$ cat config.mk
export PLATFORM = sky130hd
export DESIGN_NAME = front_panel_loader_flat
export DESIGN_NICKNAME = d
export VERILOG_FILES = /design/src/rtl/front_panel_pkg.sv /design/src/rtl/front_panel_loader_if.sv /design/src/rtl/button_debounce.sv /design/src/rtl/front_panel_loader.sv /design/src/flat_wrapper.sv
export SDC_FILE = /design/constraint.sdc
export NUM_CORES = 1
export LEC_CHECK = 0
export ABC_AREA = 1
export CAP_MARGIN = 15
export CORE_MARGIN = 5
export CORE_UTILIZATION = 30
export DETAILED_ROUTE_END_ITERATION = 10
export SKIP_LAST_GASP = 1
export SYNTH_ARGS = -nofsm -noshare
export SYNTH_HDL_FRONTEND = slang
export SYNTH_SLANG_ARGS = --single-unit
$ cat constraint.sdc
create_clock -name clk -period 2.7 [get_ports clk]
set_input_delay 0.27 -clock clk [delete_from_list [all_inputs] [get_ports clk]]
set_output_delay 0.27 -clock clk [all_outputs]
set_load 0.01 [all_outputs]
$ cat src/rtl/front_panel_pkg.sv
// Shared definitions for the front-panel loader: FSM state encoding and
// the meaning of the mode switch.
package front_panel_pkg;

    typedef enum logic [2:0] {
        ST_IDLE      = 3'd0,
        ST_LOAD_ADDR = 3'd1,
        ST_WRITE     = 3'd2,
        ST_INC       = 3'd3,
        ST_WAIT_REL  = 3'd4
    } fp_state_t;

    localparam logic MODE_ADDR = 1'b0;
    localparam logic MODE_DATA = 1'b1;

    function automatic logic is_busy_state(input fp_state_t s);
        return (s != ST_IDLE);
    endfunction

endpackage

$ cat src/rtl/front_panel_loader_if.sv
// Bundle between the operator panel (switches, button) and the loader,
// plus the memory-side outputs and a debug view of the loader FSM.
interface front_panel_loader_if #(
    parameter int WORD_SIZE  = 8,
    parameter int ADDR_WIDTH = 8
);
    import front_panel_pkg::*;

    logic                  btn_raw;
    logic                  mode;
    logic [WORD_SIZE-1:0]  sw_in;
    logic [ADDR_WIDTH-1:0] addr;
    logic [WORD_SIZE-1:0]  wr_data;
    // wr_en is a single-cycle strobe with no back-pressure: memory must take
    // wr_data at addr on the cycle it is high; addr and wr_data are stable then.
    logic                  wr_en;
    logic                  busy;
    fp_state_t             state;

    modport master (
        output btn_raw, mode, sw_in,
        input  addr, wr_data, wr_en, busy, state
    );

    modport slave (
        input  btn_raw, mode, sw_in,
        output addr, wr_data, wr_en, busy, state
    );

endinterface

$ cat src/rtl/button_debounce.sv
// Synchronizes and debounces a bouncy active-high button and emits a
// one-cycle pulse on each accepted press.
module button_debounce #(
    parameter int DEBOUNCE_CYCLES = 16
) (
    input  logic clk,
    input  logic rst_n,
    input  logic raw,
    output logic level,
    output logic rise_pulse
);

    localparam int CW = $clog2(DEBOUNCE_CYCLES + 3);
    localparam logic [CW-1:0] CNT_LAST = CW'(DEBOUNCE_CYCLES - 1);
    // Arming needs more low samples than the reset-cleared synchronizer can
    // fake, so a button held across reset is never seen as a fresh press.
    localparam logic [CW-1:0] ARM_LAST = CW'(DEBOUNCE_CYCLES + 1);

    logic          sync1;
    logic          sync2;
    logic [CW-1:0] cnt;
    logic [CW-1:0] arm_cnt;
    logic          armed;
    logic          differ;
    logic          flip;

    assign differ = (sync2 != level);
    assign flip   = differ && (cnt == CNT_LAST);

    always_ff @(posedge clk or negedge rst_n) begin
        if (!rst_n) begin
            sync1 <= 1'b0;
            sync2 <= 1'b0;
        end else begin
            sync1 <= raw;
            sync2 <= sync1;
        end
    end

    always_ff @(posedge clk or negedge rst_n) begin
        if (!rst_n) begin
            cnt        <= '0;
            level      <= 1'b0;
            rise_pulse <= 1'b0;
        end else begin
            rise_pulse <= flip && sync2 && armed;
            if (!differ) begin
                cnt <= '0;
            end else if (flip) begin
                cnt   <= '0;
                level <= sync2;
            end else begin
                cnt <= cnt + CW'(1);
            end
        end
    end

    always_ff @(posedge clk or negedge rst_n) begin
        if (!rst_n) begin
            arm_cnt <= '0;
            armed   <= 1'b0;
        end else if (!armed) begin
            if (sync2) begin
                arm_cnt <= '0;
            end else if (arm_cnt == ARM_LAST) begin
                armed <= 1'b1;
            end else begin
                arm_cnt <= arm_cnt + CW'(1);
            end
        end
    end

endmodule

$ cat src/rtl/front_panel_loader.sv
// Front-panel loader: a debounced deposit button either latches an address
// or writes a data word, then auto-increments the address.
module front_panel_loader
    import front_panel_pkg::*;
#(
    parameter int WORD_SIZE       = 8,
    parameter int ADDR_WIDTH      = 8,
    parameter int DEBOUNCE_CYCLES = 16,
    parameter int AUTO_INC        = 1
) (
    input  logic                 clk,
    input  logic                 rst_n,
    front_panel_loader_if.slave  bus
);

    localparam logic [ADDR_WIDTH-1:0] ADDR_ONE = ADDR_WIDTH'(1);

    logic                  level;
    logic                  press;
    fp_state_t             state;
    logic [ADDR_WIDTH-1:0] addr_q;
    logic [WORD_SIZE-1:0]  data_q;
    logic                  wr_en_q;
    logic                  busy_q;

    button_debounce #(
        .DEBOUNCE_CYCLES(DEBOUNCE_CYCLES)
    ) u_debounce (
        .clk        (clk),
        .rst_n      (rst_n),
        .raw        (bus.btn_raw),
        .level      (level),
        .rise_pulse (press)
    );

    // Outputs are registered on entry to a state, so each state's action is
    // visible for exactly the cycle the FSM sits in it.
    always_ff @(posedge clk or negedge rst_n) begin
        if (!rst_n) begin
            state   <= ST_IDLE;
            addr_q  <= '0;
            data_q  <= '0;
            wr_en_q <= 1'b0;
            busy_q  <= 1'b0;
        end else begin
            wr_en_q <= 1'b0;
            case (state)
                ST_IDLE: begin
                    if (press) begin
                        busy_q <= 1'b1;
                        if (bus.mode == MODE_ADDR) begin
                            state  <= ST_LOAD_ADDR;
                            addr_q <= bus.sw_in[ADDR_WIDTH-1:0];
                        end else begin
                            state   <= ST_WRITE;
                            data_q  <= bus.sw_in;
                            wr_en_q <= 1'b1;
                        end
                    end
                end
                ST_LOAD_ADDR: begin
                    state <= ST_WAIT_REL;
                end
                ST_WRITE: begin
                    state <= ST_INC;
                    if (AUTO_INC != 0) begin
                        addr_q <= addr_q + ADDR_ONE;
                    end
                end
                ST_INC: begin
                    state <= ST_WAIT_REL;
                end
                ST_WAIT_REL: begin
                    if (!level) begin
                        state  <= ST_IDLE;
                        busy_q <= 1'b0;
                    end
                end
                default: begin
                    state  <= ST_IDLE;
                    busy_q <= 1'b0;
                end
            endcase
        end
    end

    assign bus.addr    = addr_q;
    assign bus.wr_data = data_q;
    assign bus.wr_en   = wr_en_q;
    assign bus.busy    = busy_q;
    assign bus.state   = state;

endmodule
$ cat src/flat_wrapper.sv
// flat-port wrapper written by rule: the top's interface ports become plain ports
module front_panel_loader_flat import front_panel_pkg::*;
#(
    parameter int WORD_SIZE       = 8,
    parameter int ADDR_WIDTH      = 8,
    parameter int DEBOUNCE_CYCLES = 16,
    parameter int AUTO_INC        = 1
)
  (clk, rst_n, bus_btn_raw, bus_mode, bus_sw_in, bus_addr, bus_wr_data, bus_wr_en, bus_busy, bus_state);
  front_panel_loader_if #(.WORD_SIZE(WORD_SIZE), .ADDR_WIDTH(ADDR_WIDTH)) bus_i ();
  input  logic clk;
  input  logic rst_n;
  input wire logic [$bits(bus_i.btn_raw)-1:0] bus_btn_raw;
  input wire logic [$bits(bus_i.mode)-1:0] bus_mode;
  input wire logic [$bits(bus_i.sw_in)-1:0] bus_sw_in;
  output wire logic [$bits(bus_i.addr)-1:0] bus_addr;
  output wire logic [$bits(bus_i.wr_data)-1:0] bus_wr_data;
  output wire logic [$bits(bus_i.wr_en)-1:0] bus_wr_en;
  output wire logic [$bits(bus_i.busy)-1:0] bus_busy;
  output wire logic [$bits(bus_i.state)-1:0] bus_state;
  assign bus_i.btn_raw = bus_btn_raw;
  assign bus_i.mode = bus_mode;
  assign bus_i.sw_in = bus_sw_in;
  assign bus_addr = bus_i.addr;
  assign bus_wr_data = bus_i.wr_data;
  assign bus_wr_en = bus_i.wr_en;
  assign bus_busy = bus_i.busy;
  assign bus_state = bus_i.state;
  front_panel_loader #(.WORD_SIZE(WORD_SIZE), .ADDR_WIDTH(ADDR_WIDTH), .DEBOUNCE_CYCLES(DEBOUNCE_CYCLES), .AUTO_INC(AUTO_INC)) u_core (.clk(clk), .rst_n(rst_n), .bus(bus_i));
endmodule
# Word level (Yosys, flattened, before mapping)
# Index checks and enable logic that the tools add are counted.
# word_totals
ff_bits	36
input_bits	12
output_inout_bits	21
wordCells	61
# classes
n_addsub	3
eq_ne	11
n_mux	20
bitwise_logic	2
reduce_logical	13
# ops
op	n
5-bit 2-to-1 mux	4
8-bit 2-to-1 mux	2
8-bit case mux with 2 select lines	1
3-bit case mux with 4 select lines	1
5-bit by 1-bit adder with 5-bit output (second input constant)	2
3-bit AND reduction	3
8-bit by 1-bit adder with 8-bit output (second input constant)	1
1-bit 2-to-1 mux	8
2-bit inequality test (second input constant)	4
3-bit by 2-bit == test with 1-bit output (second input constant)	2
3-bit 2-to-1 mux	2
2-bit AND reduction	3
5-bit by 4-bit == test with 1-bit output (second input constant)	1
5-bit == test (second input constant)	1
3-bit by 1-bit == test with 1-bit output (second input constant)	1
3-bit == test (second input constant)	1
1-bit logical AND	3
3-bit logical NOT	1
1-bit case mux with 3 select lines	1
3-bit OR reduction	1
2-bit 2-to-1 mux	1
1-bit inverter	2
2-bit nonzero test	1
2-bit OR reduction	1
1-bit inequality test	1

# Depth between registers and ports, before layout
# Gate-level depths: netlist of run 1.
# depth
ltp_word	4
ltp_mapped	9
ltp_nobuf	9

# Cells and area by module
# A second synthesis of run 1 with hierarchy kept.
# hier_totals
hier_cells	217
area_unflattened_um2	1789.2
# modules_own_cells
module	n_inst	cells_per_inst	area_per_inst_um2
front_panel_loader	1	134	1039.7
button_debounce	1	83	749.5

# Worst setup path after synthesis of run 1
# No wires, ideal clock.
# synth_path
path_type	register to register
startpoint	reg u_core.state[1] (netlist: u_core.bus.state[1])
endpoint	reg u_core.addr_q[5] (netlist: u_core.bus.addr[5])
setup_ps	116
arrival_ps	1072
t_required_ps	2584
setup_slack_ps	1511
stages_incl_launch_ff	10
period_less_slack_ps	1189
path_cell_list	dfrtp_1 -> inv_1 -> nand2_1 -> nor2_2 -> nand2_2 -> nand2_2 -> buf_6 -> nor2_2 -> nand2_1 -> nand2_1
# synth_via
elab_chain_len	3
# synth_rtl
item	line	rtl
start: declaration	front_panel_loader.sv:20	fp_state_t state;
start signal: assignment	front_panel_loader.sv:40	state <= ST_IDLE;
start signal: assignment	front_panel_loader.sv:52	state <= ST_LOAD_ADDR;
start signal: assignment	front_panel_loader.sv:55	state <= ST_WRITE;
3-bit by 2-bit == test with 1-bit output / 3-bit logical NOT (equally long branches)	front_panel_loader.sv:47	case (state)
2-bit nonzero test (no line) / 2-bit inequality test (equally long branches)	-	
3-bit AND reduction (no line)	-	
end signal: assignment	front_panel_loader.sv:53	addr_q <= bus.sw_in[ADDR_WIDTH-1:0];
end signal: assignment	front_panel_loader.sv:67	addr_q <= addr_q + ADDR_ONE;
end: declaration	front_panel_loader.sv:21	logic [ADDR_WIDTH-1:0] addr_q;
# Parallel ways exist; a longest one is shown, timed or not.
# A chain may end at the register's enable or synchronous reset.

# Final worst setup path of run 1
# layout_path
startpoint	reg u_core.addr_q[2] (netlist: u_core.bus.addr[2])
endpoint	out bus_addr[2]
# layout_lines
item	line	rtl
end: declaration	flat_wrapper.sv:16	output wire logic [$bits(bus_i.addr)-1:0] bus_addr;
# No word-level cell between the ends.

==> results of run 1 <==
sequential cells by signal, summed over array words and instances (netlist names):
name,cells
u_core.bus.busy,1
u_core.bus.wr_data,8
u_core.u_debounce.rise_pulse,1
u_core.u_debounce.cnt,5
u_core.u_debounce.arm_cnt,5
u_core.u_debounce.level,1
u_core.bus.state,3
u_core.u_debounce.sync1,1
u_core.u_debounce.sync2,1
u_core.bus.wr_en,1
u_core.bus.addr,8
u_core.u_debounce.armed,1
through the flow:
step	hold slack (ps)	std cells	worst slack (ps)
floorplan	-25.6	223	1510
global placement	333	326	1200
detailed placement	346	326	1170
CTS	361	331	1070
global route	371	331	1000
finish	358	331	1080
metal layers:
metal / global-route usage, % / share of wire [%] / routed length, um
met1: 14.8 / 46 / 1730
met2: 16.2 / 46 / 1740
met3: 3.20 / 5.7 / 213
met4: 5.16 / 1.6 / 60
met5: 0 / 0 / 0
placed cells by master (no fill, tap or decap):
| master | n |
|---|---|
| dfrtp_1 | 36 |
| inv_2 | 4 |
| nand3b_1 | 1 |
| nand2_1 | 82 |
| nand3_2 | 3 |
| xnor2_2 | 1 |
| nor2_2 | 5 |
| clkbuf_8 | 5 |
| o21ai_0 | 10 |
| ha_1 | 4 |
| xnor2_1 | 2 |
| o21ai_1 | 1 |
| nand4_1 | 4 |
| nand3_1 | 11 |
| a21oi_1 | 3 |
| a31o_2 | 1 |
| inv_1 | 24 |
| o21ai_2 | 4 |
| nand2_2 | 3 |
| nor2_1 | 15 |
| clkdlybuf4s50_1 | 32 |
| buf_4 | 1 |
| xor2_1 | 1 |
| a31oi_2 | 1 |
| nor3_1 | 2 |
worst min-delay path by stage:
| stage | startpoint | end |
|---|---|---|
| after global placement | u_core.u_debounce.sync1 | u_core.u_debounce.sync2 |
| after global routing | u_core.u_debounce.sync1 | u_core.u_debounce.sync2 |
| after detailed placement | u_core.u_debounce.sync1 | u_core.u_debounce.sync2 |
| after CTS | u_core.u_debounce.sync1 | u_core.u_debounce.sync2 |
| after floorplan | rst_n | u_core.bus.addr[0] |
| final | u_core.u_debounce.sync1 | u_core.u_debounce.sync2 |
cells by family after synthesis:
family	count (synthesis)	share of synthesized area [%]
AND/OR/NAND/NOR	126	29.8
flip-flops	36	49.6
buffers and inverters	33	8.54
AO/OA/AOI/OAI	20	6.96
XOR/XNOR	4	2.34
adder cells (fa/ha/maj)	4	2.75
area by class of cell:
cell class	count	area share [%]
Inverter	28	4.66
Clock buffer	5	3.05
Multi-Input combinational cell	154	33.7
Tap cell	75	4.16
Timing Repair Buffer	33	14.5
Sequential cell	36	39.9
power by group:
group	internal, mW	leakage [nW]	total (mW)	switching, mW
Clock	0.166	0.0359	0.334	0.168
Sequential	0.548	0.488	0.559	0.0108
Combinational	0.0275	0.592	0.0582	0.0307
Total	0.742	1.12	0.951	0.210
==> flow_summary.json, run 1 <==
{
  "status": "finished clean",
  "crit_family": "buffers and inverters",
  "netlist_area_um2": 1820,
  "finalHoldViolCount": 0,
  "path_cells": "clkdlybuf4s50_1",
  "max_freq_ghz": 0.619,
  "fin_setup_tns_ps": 0,
  "rsz0062_at_grt": "false",
  "synth.most_common_cell": "nand2_1",
  "grt_pass1_vias": 1407,
  "drt-total-wl_mm": 3.74,
  "r2r_slack_ps": 1270,
  "nets": 274,
  "overflow": 0,
  "critPathCaptureType": "output port",
  "synth_nets": 239,
  "cts_buffers": 5,
  "slowest_delay_ps": 590,
  "fin_util_pct": 38.1,
  "path_clk_slew_ps": 60,
  "diodes": 0,
  "io_buffers": 32,
  "hold-path-cell-count": 0,
  "yosys-top-cells-area": "dfrtp_1 (50%), nand2_1 (17%), inv_1 (5.0%)",
  "critPathMaxFanout": 7,
  "wl_per_cell_um": 11.3,
  "synth_flop_cell": "dfrtp_1",
  "skew_ps": 2.28,
  "cts_sinks": 36,
  "p_total_mw": 0.951,
  "yosysWarningCount": 0,
  "report.final.setup_viol": 0,
  "dieArea_um2": 7710,
  "worst_slew_pin_slew_ps": 465,
  "synth_edf_count": 0,
  "syn_inst": 223,
  "num_rows": 28,
  "gp_congestion": 0.767,
  "required_ps": 2430,
  "r2r_end": "u_core.bus.addr[0]",
  "min_period_over_period_pct": 59.8,
  "crit_cells": 1,
  "dpl.hpwl_mm": 2.85,
  "cts_setup_buffers": 0,
  "core_area_um2": 5920,
  "design_area_um2": 2260,
  "area_growth_pct": 24.2,
  "timing.rr.start": "u_core.bus.state[2]",
  "crit_path_end": "bus_addr[2]",
  "first_pass_iters": 4,
  "yosysUniqueCellTypes": 24,
  "path_buf_inv": 1,
  "die_width_um": 87.8,
  "grtUsageTotal_pct": 11.0,
  "p_per_area_nw_per_um2": 422,
  "ctsHoldBuffers": 0,
  "cp_data_arrival_time_ps": 1350,
  "final_layout_size_suffix_gt1_share_pct": 10.9,
  "multiInputGateArea_um2": 761,
  "h-tree-depth": 2,
  "path_class": "reg -> out",
  "clock_path_buffers": 2,
  "ys_top_cells_by_count": "nand2_1 (82), dfrtp_1 (36), inv_1 (24)",
  "slew_headroom_pct": 69.0,
  "cap_violations": 0,
  "clock_latency_ps": 280,
  "avgSynthCellArea_um2": 8.15,
  "drc": 0,
  "min_period_ps": 1620,
  "vias_per_cell": 4.47,
  "synth-seq-area-share_pct": 49.6,
  "crit_path_start": "u_core.bus.addr[2]",
  "initial_core_util_pct": 30.7,
  "cp_slowest_cell": "clkdlybuf4s50_1",
  "ir_drop_mv": 0.191,
  "synth.largest_area_cell": "dfrtp_1",
  "place_area_um2": 2190,
  "fill_cells": 620,
  "hold_path.class": "reg -> reg",
  "clockRootBuffer": "clkbuf_8",
  "drt_iter0_drc": 62,
  "via_count": 1481,
  "die_y_um": 87.8,
  "cts-resized-gates": 0,
  "synth_top_area_share_pct": 49.6,
  "r2r_cells": 7,
  "start_kind": "flip-flop",
  "synth_seq_cells": 36,
  "grt_max_degree": 37,
  "async_flop_share_pct": 100,
  "grt_pass1_wl_mm": 6.62,
  "grt_antenna_before_repair": 0,
  "ant_nets": 0,
  "p_leak_nw": 1.12,
  "cts_tree": "built",
  "pin_count": 33,
  "slew_viol_final": 0,
  "seq_area_um2": 901
}
Power figures use the tool's default switching activity.
==> run 2: changes to the inputs <==
- clock period: 2.7 -> 1.3 ns (I/O delays scaled with it)
==> flow_summary.json, run 2 (synthesis gave the netlist of run 1 again) <==
{
  "core_area_um2": 5920,
  "r2r_end": "u_core.bus.addr[6]",
  "grtUsageTotal_pct": 11.5,
  "switchingPower_mw": 0.529,
  "swShare_pct": 22.9,
  "pin_count": 33,
  "cts_buffers": 5,
  "report.final.setup_viol": 0,
  "initial_core_util_pct": 30.7,
  "clockRootBuffer": "clkbuf_8",
  "fin_hold_ws_ps": 207,
  "cap_violations": 0,
  "p_leak_nw": 1.36,
  "worst_slew_pin_slew_ps": 358,
  "slew_viol_final": 0,
  "wl_per_cell_um": 11.7,
  "h-tree-depth": 2,
  "final_cell_mix": "nand2_1 (73), dfrtp_1 (31), buf_4 (21)",
  "overflow": 0,
  "area_growth_pct": 43.3,
  "p_int_mw": 1.79,
  "required_ps": 1490,
  "diodes": 0,
  "max_freq_ghz": 0.779,
  "power_frac_seq_pct": 50.0,
  "r2r_cells": 7,
  "dpl.hpwl_mm": 2.87,
  "hold_path.class": "in -> async",
  "final_layout_size_suffix_gt1_share_pct": 28.7,
  "drt-total-wl_mm": 4.24,
  "dieArea_um2": 7710,
  "via_count": 1587,
  "grt_pass1_vias": 1488,
  "ir_drop_mv": 0.470,
  "final_common_cell": "nand2_1",
  "nets": 301,
  "status": "finished clean",
  "clock_path_buffers": 2,
  "pwr-share-comb_pct": 6.8,
  "path_clk_slew_ps": 80,
  "clock_latency_ps": 290,
  "start_kind": "flip-flop",
  "cp_data_arrival_time_ps": 1470,
  "critPathMaxFanout": 3,
  "path_class": "reg -> reg",
  "p_clk_share_pct": 43.1,
  "drc": 0,
  "place_inst": 336,
  "critPathCaptureType": "flip-flop",
  "vias_per_cell": 4.40,
  "fill_cells": 564,
  "finalHoldViolCount": 0,
  "min_period_over_period_pct": 98.7,
  "cts_tree": "built",
  "die_width_um": 87.8,
  "gp_congestion": 0.797,
  "grt_antenna_before_repair": 0,
  "cts_sinks": 36,
  "first_pass_iters": 4,
  "io_buffers": 32,
  "rsz0062_at_grt": "true",
  "drt_iter0_drc": 61,
  "timing.rr.start": "u_core.bus.addr[1]",
  "grt_max_degree": 37,
  "die_y_um": 87.8,
  "skew_ps": 5.85,
  "ant_nets": 0,
  "num_rows": 28,
  "ctsHoldBuffers": 0,
  "r2r_slack_ps": 20,
  "p_per_area_nw_per_um2": 889,
  "slew_headroom_pct": 76.1,
  "stdcell_count": 361,
  "grt_pass1_wl_mm": 6.93,
  "min_period_ps": 1280
}
-- run 2: what timing repair did --
item                                    4_1_cts  5_1_grt
pin swaps                                     3       14
endpoints found under the setup margin       26       26
resized for setup                            28       35
setup buffers                                 7       10
cloned                                        1        0
-- run 2: cell type report --
cell class | instances | area [um^2] | area share [%]
Sequential cell | 36 | 907 | 34.9
Multi-Input combinational cell | 155 | 847 | 32.5
Timing Repair Buffer | 59 | 533 | 20.5
Inverter | 28 | 110 | 4.23
Tap cell | 75 | 93.8 | 3.61
Clock buffer | 5 | 68.8 | 2.64
Clock inverter | 3 | 42.5 | 1.63
-- run 2: power by group through the flow --
| stage | Combinational [mW] | Clock, mW | Sequential, mW |
|---|---|---|---|
| 3_5_place_dp | 0.133 | 0 | 1.18 |
| 6_report | 0.158 | 0.998 | 1.16 |
| 4_1_cts | 0.135 | 1.02 | 1.16 |
| 5_1_grt | 0.182 | 1.08 | 1.16 |
| 2_1_floorplan | 0.0640 | 0 | 1.17 |
| 3_3_place_gp | 0.130 | 0 | 1.18 |
-- run 2: worst max-delay path by stage --
stage	slack, ps	end	from	depth (start not counted)
after global routing	-60	u_core.bus.addr[2]	u_core.bus.state[0]	8
after detailed placement	-30	u_core.bus.addr[0]	bus_mode	6
after floorplan	110	u_core.bus.addr[5]	u_core.bus.state[1]	9
after global placement	3	u_core.bus.addr[4]	bus_mode	6
final	20	u_core.bus.addr[6]	u_core.bus.addr[1]	7
after CTS	-130	bus_addr[2]	u_core.bus.addr[2]	1
-- run 2: stage by stage --
step                      util, %  total power [mW]  TNS [ps]  instance area, um^2  setup WS [ps]
after floorplan                 -              1.24         0                 1820            111
after global placement       38.4              1.31         0                 2280           2.87
after detailed placement     38.4              1.32     -72.4                 2280          -30.3
after CTS                    41.1              2.32      -131                 2430           -131
after global routing         44.0              2.43      -265                 2600          -61.6
final                        44.0              2.31         0                 2600           16.9
-- run 2: metal layers --
layer | wire (um) | up-vias | part of all wire, % | GRT usage (%)
met5 | 0 | - | 0 | 0
met4 | 74 | 0 | 1.7 | 5.02
met3 | 134 | 7 | 3.2 | 2.16
met2 | 2110 | 24 | 50 | 19.5
met1 | 1920 | 735 | 45 | 14.2
li1 | - | 821 | - | -
-- run 2: critical path, cell delays in order, from the launching register on --
cell and delay (ps):
dfrtp_1 370, buf_4 120, ha_1 230, nand3_2 100, o21ai_0 150, nand3_1 90, nand2_1 70, nand2_1 40
